### src/rtl/psram_access_arbiter_if.sv
// ---------------------------------------------------------------------------
// psram_access_arbiter_if
//
// Bundles everything between the PSRAM access arbiter and its neighbours:
// the reader and writer request/ack pairs, the controller command port and
// the status outputs.
//
// Handshake: a requester holds rq (level) with a stable address until the
// arbiter answers with a one-cycle ack pulse; the requester drops rq no later
// than the cycle after the ack. An rq still high when the arbiter next
// arbitrates counts as a fresh request. mem_cmd_en is a single-cycle strobe
// with mem_cmd/mem_addr valid in that cycle; the controller has no
// backpressure on it.
//
// Modports:
//   master - the arbiter (drives acks, command port, status)
//   slave  - requesters plus controller (drive rq/addr, ready, read valid)
// state_dbg exposes the arbiter FSM state for checkers.
// ---------------------------------------------------------------------------
interface psram_access_arbiter_if;
   logic        mem_ready;
   logic        rd_rq;
   logic [20:0] rd_addr;
   logic        rd_ack;
   logic        wr_rq;
   logic [20:0] wr_addr;
   logic        wr_ack;
   logic        wr_data_req;
   logic        mem_cmd;
   logic        mem_cmd_en;
   logic [20:0] mem_addr;
   logic        mem_rd_data_valid;
   logic        busy;
   logic        rd_timeout_err;
   logic [2:0]  state_dbg;

   modport master (
      input  mem_ready, rd_rq, rd_addr, wr_rq, wr_addr, mem_rd_data_valid,
      output rd_ack, wr_ack, wr_data_req, mem_cmd, mem_cmd_en, mem_addr,
             busy, rd_timeout_err, state_dbg
   );

   modport slave (
      output mem_ready, rd_rq, rd_addr, wr_rq, wr_addr, mem_rd_data_valid,
      input  rd_ack, wr_ack, wr_data_req, mem_cmd, mem_cmd_en, mem_addr,
             busy, rd_timeout_err, state_dbg
   );
endinterface

### src/rtl/psram_access_arbiter.sv
// ---------------------------------------------------------------------------
// psram_access_arbiter
//
// Shares one PSRAM controller command port between a burst writer (camera
// uploader) and a burst reader (frame downloader). Writes win arbitration,
// but while a read is pending at most MAX_WR_STREAK writes are granted in a
// row. Every transaction is followed by CMD_GAP idle cycles. A read that
// does not deliver its BURST_CYCLES beats within RD_TIMEOUT cycles of its
// command strobe is abandoned and raises a sticky error.
//
// Ports:
//   clk      - system clock
//   reset_n  - asynchronous active-low reset
//   bus      - psram_access_arbiter_if.master (requests, acks, command
//              port, busy, rd_timeout_err, state_dbg)
// ---------------------------------------------------------------------------
module psram_access_arbiter #(
   parameter int MEMORY_BURST  = 32,
   parameter int CMD_GAP       = 15,
   parameter int MAX_WR_STREAK = 4,
   parameter int RD_TIMEOUT    = 64
) (
   input  logic                   clk,
   input  logic                   reset_n,
   psram_access_arbiter_if.master bus
);

   localparam int BURST_CYCLES = MEMORY_BURST / 4;
   localparam int CNT_MAX      = (BURST_CYCLES > CMD_GAP) ? BURST_CYCLES : CMD_GAP;
   localparam int CW           = $clog2(CNT_MAX + 1);
   localparam int BW           = $clog2(BURST_CYCLES + 1);
   localparam int TW           = $clog2(RD_TIMEOUT + 1);
   localparam int SW           = $clog2(MAX_WR_STREAK + 1);
   // The timeout counter is cleared in the command cycle and reads k-1 in
   // the k-th RD_WAIT cycle, so the last cycle in which a final beat is still
   // accepted (command cycle + RD_TIMEOUT - 1) sees RD_TIMEOUT - 2.
   localparam int TO_LAST      = RD_TIMEOUT - 2;

   typedef enum logic [2:0] {
      IDLE     = 3'd0,
      ARB      = 3'd1,
      RD_ISSUE = 3'd2,
      RD_WAIT  = 3'd3,
      WR_ISSUE = 3'd4,
      WR_DATA  = 3'd5,
      GAP      = 3'd6
   } state_t;

   state_t        state, state_nxt;
   logic [CW-1:0] cnt, cnt_nxt;          // WR_DATA beat / GAP cycle counter
   logic [BW-1:0] beat_cnt, beat_nxt;    // read beats received
   logic [TW-1:0] to_cnt, to_nxt;        // read timeout counter
   logic [SW-1:0] streak, streak_nxt;    // consecutive writes while reads wait
   logic [20:0]   addr_q, addr_nxt;
   logic          err_q, err_nxt;

   always_ff @(posedge clk or negedge reset_n) begin
      if (!reset_n) begin
         state    <= IDLE;
         cnt      <= '0;
         beat_cnt <= '0;
         to_cnt   <= '0;
         streak   <= '0;
         addr_q   <= '0;
         err_q    <= 1'b0;
      end else begin
         state    <= state_nxt;
         cnt      <= cnt_nxt;
         beat_cnt <= beat_nxt;
         to_cnt   <= to_nxt;
         streak   <= streak_nxt;
         addr_q   <= addr_nxt;
         err_q    <= err_nxt;
      end
   end

   always_comb begin
      state_nxt  = state;
      cnt_nxt    = '0;
      beat_nxt   = beat_cnt;
      to_nxt     = to_cnt;
      streak_nxt = streak;
      addr_nxt   = addr_q;
      err_nxt    = err_q;

      case (state)
         IDLE: begin
            if (bus.mem_ready) state_nxt = ARB;
         end
         ARB: begin
            if (!bus.mem_ready) begin
               state_nxt = IDLE;
            end else if (bus.wr_rq && (!bus.rd_rq || (streak < SW'(MAX_WR_STREAK)))) begin
               addr_nxt  = bus.wr_addr;
               state_nxt = WR_ISSUE;
               if (!bus.rd_rq)
                  streak_nxt = '0;
               else if (streak != SW'(MAX_WR_STREAK))
                  streak_nxt = streak + SW'(1);
            end else if (bus.rd_rq) begin
               addr_nxt   = bus.rd_addr;
               state_nxt  = RD_ISSUE;
               streak_nxt = '0;
            end
         end
         RD_ISSUE: begin
            beat_nxt  = '0;
            to_nxt    = '0;
            state_nxt = RD_WAIT;
         end
         RD_WAIT: begin
            to_nxt = to_cnt + TW'(1);
            if (bus.mem_rd_data_valid) beat_nxt = beat_cnt + BW'(1);
            // A final beat in the last allowed cycle beats the timeout.
            if (bus.mem_rd_data_valid && (beat_cnt == BW'(BURST_CYCLES - 1))) begin
               state_nxt = GAP;
            end else if (to_cnt == TW'(TO_LAST)) begin
               err_nxt   = 1'b1;
               state_nxt = GAP;
            end
         end
         WR_ISSUE: begin
            state_nxt = WR_DATA;
         end
         WR_DATA: begin
            cnt_nxt = cnt + CW'(1);
            if (cnt == CW'(BURST_CYCLES - 1)) state_nxt = GAP;
         end
         GAP: begin
            cnt_nxt = cnt + CW'(1);
            if (cnt == CW'(CMD_GAP - 1)) state_nxt = ARB;
         end
         default: state_nxt = IDLE;
      endcase

      // Every state starts counting from zero.
      if (state_nxt != state) cnt_nxt = '0;
   end

   // Outputs decode the registered state, so an asynchronous reset drops
   // them immediately.
   assign bus.rd_ack         = (state == RD_ISSUE);
   assign bus.wr_ack         = (state == WR_ISSUE);
   assign bus.wr_data_req    = (state == WR_DATA);
   assign bus.mem_cmd        = (state == WR_DATA) && (cnt == '0);
   assign bus.mem_cmd_en     = (state == RD_ISSUE) || ((state == WR_DATA) && (cnt == '0));
   assign bus.mem_addr       = addr_q;
   assign bus.busy           = (state != IDLE) && (state != ARB);
   assign bus.rd_timeout_err = err_q;
   assign bus.state_dbg      = state;

endmodule
### src/flat_wrapper.sv
// flat-port wrapper written by rule: the top's interface ports become plain ports
module psram_access_arbiter_flat 
#(
   parameter int MEMORY_BURST  = 32,
   parameter int CMD_GAP       = 15,
   parameter int MAX_WR_STREAK = 4,
   parameter int RD_TIMEOUT    = 64
)
  (clk, reset_n, bus_mem_ready, bus_rd_rq, bus_rd_addr, bus_wr_rq, bus_wr_addr, bus_mem_rd_data_valid, bus_rd_ack, bus_wr_ack, bus_wr_data_req, bus_mem_cmd, bus_mem_cmd_en, bus_mem_addr, bus_busy, bus_rd_timeout_err, bus_state_dbg);
  psram_access_arbiter_if bus_i ();
  input  logic clk;
  input  logic reset_n;
  input wire logic [$bits(bus_i.mem_ready)-1:0] bus_mem_ready;
  input wire logic [$bits(bus_i.rd_rq)-1:0] bus_rd_rq;
  input wire logic [$bits(bus_i.rd_addr)-1:0] bus_rd_addr;
  input wire logic [$bits(bus_i.wr_rq)-1:0] bus_wr_rq;
  input wire logic [$bits(bus_i.wr_addr)-1:0] bus_wr_addr;
  input wire logic [$bits(bus_i.mem_rd_data_valid)-1:0] bus_mem_rd_data_valid;
  output wire logic [$bits(bus_i.rd_ack)-1:0] bus_rd_ack;
  output wire logic [$bits(bus_i.wr_ack)-1:0] bus_wr_ack;
  output wire logic [$bits(bus_i.wr_data_req)-1:0] bus_wr_data_req;
  output wire logic [$bits(bus_i.mem_cmd)-1:0] bus_mem_cmd;
  output wire logic [$bits(bus_i.mem_cmd_en)-1:0] bus_mem_cmd_en;
  output wire logic [$bits(bus_i.mem_addr)-1:0] bus_mem_addr;
  output wire logic [$bits(bus_i.busy)-1:0] bus_busy;
  output wire logic [$bits(bus_i.rd_timeout_err)-1:0] bus_rd_timeout_err;
  output wire logic [$bits(bus_i.state_dbg)-1:0] bus_state_dbg;
  assign bus_i.mem_ready = bus_mem_ready;
  assign bus_i.rd_rq = bus_rd_rq;
  assign bus_i.rd_addr = bus_rd_addr;
  assign bus_i.wr_rq = bus_wr_rq;
  assign bus_i.wr_addr = bus_wr_addr;
  assign bus_i.mem_rd_data_valid = bus_mem_rd_data_valid;
  assign bus_rd_ack = bus_i.rd_ack;
  assign bus_wr_ack = bus_i.wr_ack;
  assign bus_wr_data_req = bus_i.wr_data_req;
  assign bus_mem_cmd = bus_i.mem_cmd;
  assign bus_mem_cmd_en = bus_i.mem_cmd_en;
  assign bus_mem_addr = bus_i.mem_addr;
  assign bus_busy = bus_i.busy;
  assign bus_rd_timeout_err = bus_i.rd_timeout_err;
  assign bus_state_dbg = bus_i.state_dbg;
  psram_access_arbiter #(.MEMORY_BURST(MEMORY_BURST), .CMD_GAP(CMD_GAP), .MAX_WR_STREAK(MAX_WR_STREAK), .RD_TIMEOUT(RD_TIMEOUT)) u_core (.clk(clk), .reset_n(reset_n), .bus(bus_i));
endmodule
### config.mk
export PLATFORM = sky130hd
export DESIGN_NAME = psram_access_arbiter_flat
export DESIGN_NICKNAME = d
export VERILOG_FILES = /design/src/rtl/psram_access_arbiter_if.sv /design/src/rtl/psram_access_arbiter.sv /design/src/flat_wrapper.sv
export SDC_FILE = /design/constraint.sdc
export NUM_CORES = 1
export LEC_CHECK = 0
export ABC_AREA = 1
export BUFFER_PORTS_ARGS = -buffer_cell sky130_fd_sc_hd__buf_2
export CAP_MARGIN = 20
export CORE_MARGIN = 10
export CORE_UTILIZATION = 45
export CTS_BUF_LIST = sky130_fd_sc_hd__clkbuf_4 sky130_fd_sc_hd__clkbuf_8
export CTS_CLUSTER_DIAMETER = 100
export CTS_CLUSTER_SIZE = 16
export DETAILED_ROUTE_END_ITERATION = 10
export GPL_ROUTABILITY_DRIVEN = 0
export PLACE_DENSITY_LB_ADDON = 0.05
export SYNTH_ARGS = -nofsm -noshare
export SYNTH_HDL_FRONTEND = slang
export SYNTH_SLANG_ARGS = --single-unit
export TNS_END_PERCENT = 30
### constraint.sdc
create_clock -name clk -period 1.3 [get_ports clk]
set_input_delay 0.26 -clock clk [delete_from_list [all_inputs] [get_ports clk]]
set_output_delay 0.26 -clock clk [all_outputs]
set_load 0.01 [all_outputs]
==> results of run 1 <==
cell families after synthesis:
| family | count (synthesis) | synth area share (%) |
|---|---|---|
| buf+inv | 34 | 6.65 |
| fa+ha+maj | 8 | 4.32 |
| compound gates | 44 | 15.7 |
| flops | 43 | 46.5 |
| mux | 2 | 0.864 |
| simple gates | 138 | 26.0 |
metrics by stage:
| stage | std cells | total power [W] | TNS (ns) | hold slack, ns | setup slack [ns] |
|---|---|---|---|---|---|
| 2_1_floorplan | 269 | 0.00372 | -5.79 | -0.0356 | -0.294 |
| 3_3_place_gp | 447 | 0.00484 | -2.87 | 0.180 | -0.162 |
| 4_1_cts | 472 | 0.00653 | -12.07 | 0.201 | -0.417 |
| 5_1_grt | 478 | 0.00717 | -14.66 | 0.214 | -0.485 |
| 6_report | 478 | 0.00669 | -11.60 | 0.209 | -0.408 |
| 3_5_place_dp | 447 | 0.00489 | -3.22 | 0.180 | -0.200 |
critical path: stages (launching register included):
cell and delay (ns):
dfrtp_2 0.43, inv_4 0.07, buf_4 0.12, buf_6 0.10
buf_6 0.10, nand3_4 0.07, buf_6 0.12, inv_2 0.05
buf_6 0.09
power by group through the flow:
stage / Clock [W] / Sequential [W] / Combinational [W]
global placement: 0 / 0.00210 / 0.00274
detailed placement: 0 / 0.00212 / 0.00277
CTS: 0.000865 / 0.00209 / 0.00358
floorplan: 0 / 0.00231 / 0.00141
global route: 0.000921 / 0.00217 / 0.00408
finish: 0.000843 / 0.00211 / 0.00374
layout make-up:
class / instances / area (um2) / share of cell area, %
Clock inverter: 3 / 20.0 / 0.557
Multi-Input combinational cell: 192 / 1170 / 32.6
Sequential cell: 43 / 1080 / 30.0
Inverter: 25 / 103 / 2.85
Timing Repair Buffer: 140 / 1060 / 29.6
Clock buffer: 5 / 68.8 / 1.91
Tap cell: 70 / 87.6 / 2.44
per-layer routing:
layer	up-vias	wire length, um	share of wire, %	GRT usage, %
met5	-	0	0	0
met4	0	53	0.79	3.86
met3	5	416	6.2	5.38
met2	53	3390	51	27.5
met1	1050	2840	42	18.4
li1	1173	-	-	-
timing repair:
action / CTS / global route
gates resized for setup: 26 / 15
endpoints found under the hold margin: 13 / 0
gates cloned: 5 / 1
pin swaps: 9 / 6
buffers inserted: 11 / 5
hold buffers: 1 / 0
endpoints found under the setup margin: 42 / 46
state kept, by name, summed over array words and instances (netlist names):
signal / count
u_core.streak: 3
u_core.to_cnt: 7
u_core.bus.state_dbg: 3
u_core.bus.mem_addr: 21
u_core.bus.rd_timeout_err: 1
u_core.beat_cnt: 4
u_core.cnt: 4
how the worst max path moves through the flow:
stage | start | to | cells past startpoint
global route | u_core.bus.state_dbg[2]$_DFF_PN0_ | bus_mem_cmd_en | 6
floorplan | u_core.bus.state_dbg[1]$_DFF_PN0_ | bus_mem_cmd_en | 4
finish | u_core.bus.state_dbg[0]$_DFF_PN0_ | bus_wr_ack | 8
detailed placement | u_core.bus.state_dbg[1]$_DFF_PN0_ | bus_mem_cmd_en | 5
CTS | u_core.bus.state_dbg[0]$_DFF_PN0_ | bus_mem_cmd_en | 6
global placement | u_core.bus.state_dbg[1]$_DFF_PN0_ | bus_mem_cmd_en | 5
cells in the mapped netlist:
cell        n
nand2_2     1
a31oi_1     6
or2_2       2
o21bai_1    1
o2111ai_1   1
a21oi_1     9
nor3_1      1
buf_4       1
inv_2       3
nand3_1    19
nor2_1     30
clkinv_1    1
nor4b_2     1
nor4_4      1
o21bai_2    1
clkbuf_1    5
nand2_1    75
nor3_2      1
a31oi_2    16
or2_1       1
dfrtp_1    43
ha_1        8
inv_1      21
nand4_1     6
mux2i_1     2
o22ai_1     2
buf_6       3
o21ai_0     8
==> impl_results.md, run 1 <==
* Number of library cell types mapped by synthesis at 28
* Synthesized netlist net count at 325
* Startpoint-to-endpoint class of the critical path: reg2out
* Post-synthesis cell count at 269
* DR DRC count at 0
* Run status: finished with violations
* Number of global-route vias before repair at about 2.3k
* Largest net degree at the start of global routing at 31
* Synth Area per Inst at 8.61 um2
* Number of optimization iterations in the first detailed-route pass at 4
* Post-detailed-placement cell area at approximately 0.0031 mm2
* Cells on Worst Hold Path at 3
* Reported max-cap violation count at 0
* Clk Latency, worst-skew pair at approximately 0.30 ns
* Placement Rows at 26
* Data arrival at the endpoint of the critical path at between 1 and 1.5 ns
* Endpoints failing hold at 0
* Setup violation total in the final timing report at 44
* Die footprint at 0.00842 mm2
* Final global-route overflow total at 0
* Per-cell via count in the routed design at 4.77
* Total non-filler cell area in the finished layout at 0.00359 mm2
* Worst Setup End Kind: output port
* Fillcell total at 405
* I/O pin total at 79
* Peak ir drop on the vdd network at 0.00101 V
* Final Skew at 0.00924 ns
* Std-Cell Core Area at 0.00504 mm2
* Post-route fraction of the period consumed by the critical path at 131%
* Routed Antenna Nets at 0
* Wire length of the first global-routing pass at 11,100 um
* Hold endpoint: u_core.bus.mem_addr[16]$_DFFE_PN0P_
* Leading cell types in the layout, fill and taps excluded: 74 x nand2_1, 74 x buf_2, 41 x buf_4, 41 x dfrtp_1, 27 x nor2_1
* Data required time of the worst path at 1.04 ns
* Power density of the placed cells at 1860 mW/mm2
* Clock root buffer: clkbuf_8
* Reg clk slew, reported paths at ~0.09 ns
* RSZ-0062 raised after global routing: yes
* Path class of the lowest-slack min-delay path: in2reg
* Switching power summed over all nets at 0.00258 W
* Net switching fraction of the power at 38.5%
* Total routing resource utilization after global routing at between 10% and 20%
* Area share of the leading cell type in the synthesized netlist at 46.5%
* Clock tree from TritonCTS: yes
* Worst slew pin tran at 0.339 ns
* NumNets Final at 463
* Clock buffer depth at 2
* Synthesis warning total at 0
* Number of antenna violations at the first check in global routing at 0
* Sequential cell fraction of total power at 31.5%
* Startpoint of the worst register-to-register path: u_core.bus.state_dbg[0]$_DFF_PN0_
* Number of buffers created by CTS at 5
* Total leakage power at 1.75 nW
* Register-to-Register Setup Slack at -0.36 ns
* Detailed placement HPWL at 4490 um
* Number of cell instances on the worst register-to-register path at 9
* Max-slew violations at 0
* Leading area contributor after synthesis: dfrtp_1
* IO Port Bufs at 78
* Effective utilization at floorplan at 45.9%
* DIE WIDTH at about 92 um
* Number of DRC markers in iteration 0 at 74
* Internal power of the cells at 0.00411 W
* Highest clock rate at 585 MHz
* Largest cells by area after synthesis: dfrtp_1 46%, nand2_1 12%, a31oi_2 8.6%
* Relative slew slack at 77.4%
* Critical register-to-register path endpoint: u_core.bus.mem_addr[0]$_DFFE_PN0P_
* Summed instance area of the synthesized netlist at 0.00232 mm2
* Layout Area Growth over Synthesis at 55.2%
* Type of origin of the critical path: register
* Synth Register Bits at 43
* Worst hold start: bus_rd_addr[16]
* WL final at 6700 um
* Violations in the final reports: negative setup slack
* Die boundary height at between 90 and 100 um
* Vias post-DR at 2,281
* Clock period minus worst slack at 1.71 ns
* Diode count at 0
* Crit path setup slack, layout at -0.408 ns
* Maximum fanout encountered on the critical timing path at 3
* CTS H-Tree Depth at 2
* Detail-routed net length per standard cell at 14.0 um
* Number of sinks on the clock net at 43
* Power share of the combinational group at 55.9%
* Core occupancy in the finished layout at 71.3%
* Share of the yosys chip area belonging to registers at 46.5%
* Share of total power in the clock network at around 13%
* Fraction of layout cells with a size suffix above 1 at 46.3%
No activity file was read; power rests on OpenSTA's default activity.
==> run 2, diff against run 1 <==
--- a/config.mk
+++ b/config.mk
@@ -8,7 +8,7 @@
 export ABC_AREA = 1
 export BUFFER_PORTS_ARGS = -buffer_cell sky130_fd_sc_hd__buf_2
 export CAP_MARGIN = 20
-export CORE_MARGIN = 10
+export CORE_MARGIN = 4
 export CORE_UTILIZATION = 45
 export CTS_BUF_LIST = sky130_fd_sc_hd__clkbuf_4 sky130_fd_sc_hd__clkbuf_8
 export CTS_CLUSTER_DIAMETER = 100
@@ -16,6 +16,7 @@
 export DETAILED_ROUTE_END_ITERATION = 10
 export GPL_ROUTABILITY_DRIVEN = 0
 export PLACE_DENSITY_LB_ADDON = 0.05
+export RECOVER_POWER = 50
 export SYNTH_ARGS = -nofsm -noshare
 export SYNTH_HDL_FRONTEND = slang
 export SYNTH_SLANG_ARGS = --single-unit
==> run 2 against run 1 <==
Against the previous run:
- the run still ends with negative setup slack left
- die area down 24%
- largest power group unchanged
- core utilization decreased by 1.2 points
- worst hold slack improved by 0.016 ns
- clock power increased by 46%
- sequential power hardly changed
- clock-buffer cell count rose by 1
- worst setup slack gained 0.012 ns
- combinational power is 14% lower
- critical path type unchanged
- flip-flop and latch count is the same
- non-clock buffer count decreased by 17
- register-to-register slack gained 0.05 ns
==> impl_results.md, run 2 (same netlist as run 1, synthesis figures left out) <==
* Data arrival at the endpoint of the critical path at 1.44 ns (was 1.45 ns)
* Run status: finished with violations (unchanged)
* Worst Setup End Kind: output port (unchanged)
* Register-to-Register Setup Slack at -0.31 ns (was -0.36 ns)
* Violations in the final reports: negative setup slack (unchanged)
* Detail-routed net length per standard cell at 12.1 um (was 14.0 um)
* Worst hold start: bus_wr_addr[20] (was bus_rd_addr[16])
* Global-route met2 utilization at 34.1% (was 27.5%)
* DIE WIDTH at 79.7 um (was 91.7 um)
* Fraction of layout cells with a size suffix above 1 at 44.5% (was 46.3%)
* Relative slew slack at 61.3% (was 77.4%)
* Path class of the lowest-slack min-delay path: in2reg (unchanged)
* Clock root buffer: clkbuf_8 (unchanged)
* Cells on Worst Hold Path at 3 (unchanged)
* CTS H-Tree Depth at 2 (unchanged)
* Per-cell via count in the routed design at 4.72 (was 4.77)
* Highest clock rate at 590 MHz (was 585 MHz)
* Post-placement cell count at 440 (was 447)
* Total routing resource utilization after global routing at 18.9% (was 15.9%)
* Longest individual stage delay on the worst path at 0.41 ns (was 0.43 ns)
* Post-place setup slack at -0.168 ns (was -0.200 ns)
* Family with the most delay on the worst path: simple AND/OR/NAND/NOR gates (was buffers and inverters)
* List of cells traversed by the critical path: inv_4 -> nor3_4 -> inv_2 -> nor4b_4 -> or2_1 -> buf_2 (was inv_4 -> buf_4 -> buf_6 -> buf_6 -> nand3_4 -> buf_6 -> inv_2 -> buf_6)
* Placement Rows at 25 (was 26)
* Setup Total Neg Slack at -9.97 ns (was -11.60 ns)
* I/O pin total at 79 (unchanged)
* Layer with the highest usage after global routing: met2 (unchanged)
* Final global-route overflow total at 0 (unchanged)
* Crit path setup slack, layout at -0.396 ns (was -0.408 ns)
* Layout Area Growth over Synthesis at 46.7% (was 55.2%)
* Clock period minus worst slack at 1.70 ns (was 1.71 ns)
* Wire length of the first global-routing pass at 9570 um (was 11,100 um)
* Number of global-route vias before repair at 2,194 (was 2,326)
* RSZ-0062 raised after global routing: yes (unchanged)
* Critical register-to-register path endpoint: u_core.bus.mem_addr[1]$_DFFE_PN0P_ (was u_core.bus.mem_addr[0]$_DFFE_PN0P_)
* Routed Antenna Nets at 0 (unchanged)
* Number of antenna violations at the first check in global routing at 0 (unchanged)
* Reported max-cap violation count at 0 (unchanged)
* Leading cell types in the layout, fill and taps excluded: 76 x buf_2, 73 x nand2_1, 41 x dfrtp_1 (was 74 x nand2_1, 74 x buf_2, 41 x buf_4, 41 x dfrtp_1, 27 x nor2_1)
* Startpoint of the worst register-to-register path: u_core.bus.state_dbg[2]$_DFF_PN0_ (was u_core.bus.state_dbg[0]$_DFF_PN0_)
* Hold endpoint: u_core.bus.mem_addr[20]$_DFFE_PN0P_ (was u_core.bus.mem_addr[16]$_DFFE_PN0P_)
* Count of non-filler cells in the finished layout at 458 (was 478)
* Worst hold slack at 0.225 ns (was 0.209 ns)
* Flip-flop count of the largest register, all copies and words added at 21 (unchanged)
* Detailed placement HPWL at 4020 um (was 4490 um)
* Global routing usage on met1 at 22.1% (was 18.4%)
* Post-route fraction of the period consumed by the critical path at 130% (was 131%)
* WL final at 5520 um (was 6700 um)
* Die footprint at 0.00636 mm2 (was 0.00842 mm2)
* Data required time of the worst path at 1.04 ns (about the same)
* IO Port Bufs at 78 (unchanged)
* DR DRC count at 0 (unchanged)
* Number of cell instances on the worst register-to-register path at 8 (was 9)
* Effective utilization at floorplan at 47.8% (was 45.9%)
* Fillcell total at 385 (was 405)
* Type of origin of the critical path: register (unchanged)
* Diode count at 0 (unchanged)
* Reg clk slew, reported paths at 0.08 ns (was 0.09 ns)
* Total leakage power at 1.66 nW (was 1.75 nW)
* Startpoint-to-endpoint class of the critical path: reg2out (unchanged)
* Number of buffers created by CTS at 5 (unchanged)
* Power density of the placed cells at 1920 mW/mm2 (was 1860 mW/mm2)
* Total non-filler cell area in the finished layout at 0.00340 mm2 (was 0.00359 mm2)
* Clock tree from TritonCTS: yes (unchanged)
* Number of optimization iterations in the first detailed-route pass at 4 (unchanged)
* Largest net degree at the start of global routing at 44 (was 31)
* Clk Latency, worst-skew pair at 0.28 ns (was 0.30 ns)
* Peak ir drop on the vdd network at 0.00106 V (was 0.00101 V)
* NumNets Final at 446 (was 463)
* Vias post-DR at 2,162 (was 2,281)
* Post-detailed-placement cell area at 0.00305 mm2 (was 0.00308 mm2)
* Slowest-stage cell, CP: dfrtp_2 (unchanged)
* Setup violation total in the final timing report at 44 (unchanged)
* Die boundary height at 79.7 um (was 91.7 um)
* Number of sinks on the clock net at 43 (unchanged)
* Maximum fanout encountered on the critical timing path at 3 (unchanged)
* Sum of buffers and inverters on the critical path at 3 (was 7)
* Worst slew pin tran at 0.581 ns (was 0.339 ns)
* Number of DRC markers in iteration 0 at 75 (was 74)
* Clock buffer depth at 2 (unchanged)
* Endpoints failing hold at 0 (unchanged)
* Std-Cell Core Area at 0.00485 mm2 (was 0.00504 mm2)
* Most common library cell in the layout ignoring fill and taps: buf_2
* Fraction of met3 tracks used by global routing at 4.74% (was 5.38%)
* Max-slew violations at 0 (unchanged)
* Final Skew at 0.00385 ns (was 0.00924 ns)
run 2: cell types whose count changed in the layout (fill, tap and decap cells not counted), sizes merged:
cell / change
clkinvlp: -2
bufinv: +2
clkinv: -1
buf: -17
clkbuf: +1
run 2: worst max path at each step:
stage | endpoint | start | slack (ns) | depth (start not counted)
after floorplan | bus_mem_cmd_en | u_core.bus.state_dbg[1]$_DFF_PN0_ | -0.29 | 4
after global placement | bus_mem_cmd_en | u_core.bus.state_dbg[1]$_DFF_PN0_ | -0.15 | 5
after detailed placement | bus_mem_cmd_en | u_core.bus.state_dbg[1]$_DFF_PN0_ | -0.17 | 5
after CTS | bus_mem_cmd_en | u_core.bus.state_dbg[2]$_DFF_PN0_ | -0.39 | 6
after global routing | bus_mem_cmd_en | u_core.bus.state_dbg[2]$_DFF_PN0_ | -0.52 | 6
final | bus_mem_cmd_en | u_core.bus.state_dbg[0]$_DFF_PN0_ | -0.40 | 6
run 2: per-stage QoR:
| step | power (W) | util (%) |
|---|---|---|
| detailed placement | 0.00486 | 62.9 |
| global placement | 0.00480 | 62.9 |
| global route | 0.00702 | 70.1 |
| floorplan | 0.00372 | - |
| finish | 0.00652 | 70.1 |
| CTS | 0.00648 | 69.2 |
run 2: layout make-up:
| type | count | area, um2 | area share (%) |
|---|---|---|---|
| clock buffer | 6 | 76.3 | 2.25 |
| multi-input combinational | 192 | 1180 | 34.8 |
| sequential | 43 | 1080 | 31.7 |
| inverter | 25 | 97.6 | 2.87 |
| tap | 67 | 83.8 | 2.47 |
| clock inverter | 2 | 60.1 | 1.77 |
| timing repair buffer | 123 | 818 | 24.1 |
run 2: worst reg2reg max path: stages (launching register included):
cell and delay [ns]:
dfrtp_1 0.39, inv_2 0.08, buf_4 0.16, nand2_4 0.09
nor4_4 0.30, buf_6 0.18, buf_12 0.15, nor2_1 0.06
a31oi_2 0.14
run 2: repair_timing:
| item | 4_1_cts | 5_1_grt |
|---|---|---|
| cloned | 1 | 0 |
| hold buffers | 1 | 0 |
| setup endpoints to repair | 42 | 47 |
| hold endpoints to repair | 43 | 0 |
| buffers inserted | 7 | 2 |
| pin swaps | 9 | 0 |
| gates resized for setup | 21 | 11 |
run 2: power by group:
group	internal, W	switching, W	leakage, nW
combinational	0.00158	0.00162	1.06
clock	0.000789	0.000437	0.0688
sequential	0.00182	0.000276	0.529
total	0.00418	0.00234	1.66
run 2: routing by layer:
metal  routed length [um]  share of wire (%)  up-vias
li1                     -                  -     1135
met1                 2360                 43      970
met2                 2830                 51       53
met3                  281                5.1        4
met4                   48               0.87        0
met5                    0                  0        -
==> run 3, diff against run 2 <==
--- a/config.mk
+++ b/config.mk
@@ -17,6 +17,7 @@
 export GPL_ROUTABILITY_DRIVEN = 0
 export PLACE_DENSITY_LB_ADDON = 0.05
 export RECOVER_POWER = 50
+export SKIP_LAST_GASP = 1
 export SYNTH_ARGS = -nofsm -noshare
 export SYNTH_HDL_FRONTEND = slang
 export SYNTH_SLANG_ARGS = --single-unit
==> run 3 against run 2 <==
Against the previous run:
- the flow still finishes with violations (negative setup slack)
- critical path type unchanged
- design area increased by 0.96%
- critical endpoint unchanged
- fmax decreased by 0.20%
- clock power about the same
- critical path depth unchanged
- die area unchanged
- clock skew about the same
- flip-flop and latch count unchanged
- final cell count increased by 1.1%
- wire length increased by 2.2%
==> impl_results.md, run 3 (same netlist as run 1, synthesis figures left out) <==
* Run status: finished with violations (unchanged)
* Violations in the final reports: negative setup slack (unchanged)
* Worst hold start: bus_wr_addr[20] (unchanged)
* DR DRC count at 0 (unchanged)
* WL final at 5640 um (was 5520 um)
* Worst slew pin tran at 0.585 ns (was 0.581 ns)
* Peak ir drop on the vdd network at 0.000941 V (was 0.00106 V)
* Register-to-Register Setup Slack at -0.39 ns (was -0.31 ns)
* Diode count at 0 (unchanged)
* Total non-filler cell area in the finished layout at 0.00343 mm2 (was 0.00340 mm2)
* DIE WIDTH at 79.7 um (unchanged)
* Uppermost layer routed: met4 (unchanged)
* Clock buffer depth at 2 (unchanged)
* Endpoints failing hold at 0 (unchanged)
* Fraction of layout cells with a size suffix above 1 at 43.7% (was 44.5%)
* Die boundary height at 79.7 um (unchanged)
* Crit path setup slack, layout at -0.399 ns (was -0.396 ns)
* Met1 Routed Length at 2400 um (was 2360 um)
* Cells on Worst Hold Path at 3 (unchanged)
* I/O pin total at 79 (unchanged)
* Power density of the placed cells at 1930 mW/mm2 (was 1920 mW/mm2)
* Hold endpoint: u_core.bus.mem_addr[20]$_DFFE_PN0P_ (unchanged)
* Std-Cell Core Area at 0.00485 mm2 (unchanged)
* Vias post-DR at 2,187 (was 2,162)
* Flip-flop count of the largest register, all copies and words added at 21 (unchanged)
* Wire length on met2 at 2900 um (was 2830 um)
* Relative slew slack at 61.0% (was 61.3%)
* Total leakage power at 1.69 nW (was 1.66 nW)
* Post-route fraction of the period consumed by the critical path at 131% (was 130%)
* Placement Rows at 25 (unchanged)
* Worst hold slack at 0.221 ns (was 0.225 ns)
* Detail-routed net length per standard cell at 12.2 um (was 12.1 um)
* Number of cell instances on the worst register-to-register path at 9 (was 8)
* Die footprint at 0.00636 mm2 (unchanged)
* Largest net degree at the start of global routing at 44 (unchanged)
* Number of DRC markers in iteration 0 at 92 (was 75)
* CTS H-Tree Depth at 2 (unchanged)
* Total area of sequential cells at 0.00108 mm2 (unchanged)
* Worst Setup End Kind: output port (unchanged)
* Number of antenna violations at the first check in global routing at 0 (unchanged)
* Wire length of the first global-routing pass at 9520 um (was 9570 um)
* NumNets Final at 451 (was 446)
* Multi-input gate area in the final layout at 0.00117 mm2 (was 0.00118 mm2)
* RSZ-0062 raised after global routing: yes (unchanged)
* Path class of the lowest-slack min-delay path: in2reg (unchanged)
* Final Skew at 0.00405 ns (was 0.00385 ns)
* Critical register-to-register path endpoint: u_core.bus.mem_addr[3]$_DFFE_PN0P_ (was u_core.bus.mem_addr[1]$_DFFE_PN0P_)
* Data arrival at the endpoint of the critical path at 1.44 ns (about the same)
* Data required time of the worst path at 1.04 ns (about the same)
* Detailed placement HPWL at 4020 um (unchanged)
* Number of optimization iterations in the first detailed-route pass at 4 (unchanged)
* Maximum fanout encountered on the critical timing path at 3 (unchanged)
* Leading cell types in the layout, fill and taps excluded: 77 x buf_2, 74 x nand2_1, 41 x dfrtp_1 (was 76 x buf_2, 73 x nand2_1, 41 x dfrtp_1)
* Max-slew violations at 0 (unchanged)
* Most common library cell in the layout ignoring fill and taps: buf_2 (unchanged)
* Fillcell total at 383 (was 385)
* Reported max-cap violation count at 0 (unchanged)
* Post-placement cell count at 440 (unchanged)
* Highest clock rate at 588 MHz (was 590 MHz)
* Clock root buffer: clkbuf_8 (unchanged)
* Startpoint of the worst register-to-register path: u_core.bus.state_dbg[2]$_DFF_PN0_ (unchanged)
* Total routing resource utilization after global routing at 18.8% (was 18.9%)
* Count of non-filler cells in the finished layout at 463 (was 458)
* Setup violation total in the final timing report at 48 (was 44)
* Effective utilization at floorplan at 47.8% (unchanged)
* Routed Antenna Nets at 0 (unchanged)
* Reg clk slew, reported paths at 0.08 ns (about the same)
* Layout Area Growth over Synthesis at 48.1% (was 46.7%)
* Clk Latency, worst-skew pair at 0.29 ns (was 0.28 ns)
* Number of buffers created by CTS at 5 (unchanged)
* Clock tree from TritonCTS: yes (unchanged)
* Number of global-route vias before repair at 2,166 (was 2,194)
* Per-cell via count in the routed design at 4.72 (about the same)
* Final global-route overflow total at 0 (unchanged)
* Startpoint-to-endpoint class of the critical path: reg2out (unchanged)
* Number of sinks on the clock net at 43 (unchanged)
* Detail Route met3 WL at 307 um (was 281 um)
* IO Port Bufs at 78 (unchanged)
* Type of origin of the critical path: register (unchanged)
* Post-detailed-placement cell area at 0.00305 mm2 (unchanged)
* Clock period minus worst slack at 1.70 ns (about the same)
run 3: changes by cell type in the layout (fill, tap and decap cells not counted), moves of 2 or more:
cell | previous run | this run
buf_4 | 33 | 40
buf_6 | 8 | 3
inv_1 | 17 | 19
inv_2 | 6 | 4
nor2_1 | 28 | 30
nor2_2 | 2 | 0
run 3: layer usage:
metal	track usage (%)	vias up
met5	0	-
met4	5.07	0
met3	4.40	2
met2	34.1	53
met1	22.2	985
li1	-	1147
run 3: report_power, final:
part | internal, W | leakage, nW | switching (W) | total, W
clock | 0.000789 | 0.0688 | 0.000445 | 0.00123
combinational | 0.00165 | 1.09 | 0.00166 | 0.00331
sequential | 0.00182 | 0.529 | 0.000275 | 0.00209
total | 0.00426 | 1.69 | 0.00238 | 0.00663
run 3: worst max-delay path by stage:
stage / from / endpoint / slack [ns] / cells after the start
2_1_floorplan: u_core.bus.state_dbg[1]$_DFF_PN0_ / bus_mem_cmd_en / -0.29 / 4
3_3_place_gp: u_core.bus.state_dbg[1]$_DFF_PN0_ / bus_mem_cmd_en / -0.15 / 5
3_5_place_dp: u_core.bus.state_dbg[1]$_DFF_PN0_ / bus_mem_cmd_en / -0.17 / 5
4_1_cts: u_core.bus.state_dbg[2]$_DFF_PN0_ / bus_mem_cmd_en / -0.39 / 6
5_1_grt: u_core.bus.state_dbg[2]$_DFF_PN0_ / u_core.bus.mem_addr[19]$_DFFE_PN0P_ / -0.52 / 9
6_report: u_core.bus.state_dbg[0]$_DFF_PN0_ / bus_mem_cmd_en / -0.40 / 6
run 3: critical path, stage by stage (launching register included):
cell and delay (ns):
dfrtp_2 0.41, inv_4 0.05, nor3_4 0.18, inv_2 0.07, nor4b_4 0.21, or2_1 0.12
buf_2 0.12
run 3: timing repair:
action / CTS / global route
setup endpoints to repair: 42 / 47
pin swaps: 9 / 0
gates resized for setup: 16 / 5
endpoints found under the hold margin: 43 / 0
cloned: 1 / 1
buffers inserted: 7 / 6
hold buffers: 1 / 0
run 3: final cells by class:
type	instances	share of cell area, %
repair buffers	128	25.2
well taps	67	2.44
clock buffers	6	2.22
multi-input cells	192	34.1
inverters	25	2.84
clock inverters	2	1.75
flip-flops and latches	43	31.4
run 3: per-stage QoR:
stage	total power [W]	worst slack [ns]	utilization, %	TNS [ns]
final	0.00663	-0.399	70.8	-13.79
after global routing	0.00713	-0.522	70.8	-19.19
after CTS	0.00646	-0.388	69.0	-11.44
after detailed placement	0.00486	-0.168	62.9	-3.67
after global placement	0.00480	-0.151	62.9	-2.31
after floorplan	0.00372	-0.294	-	-5.79
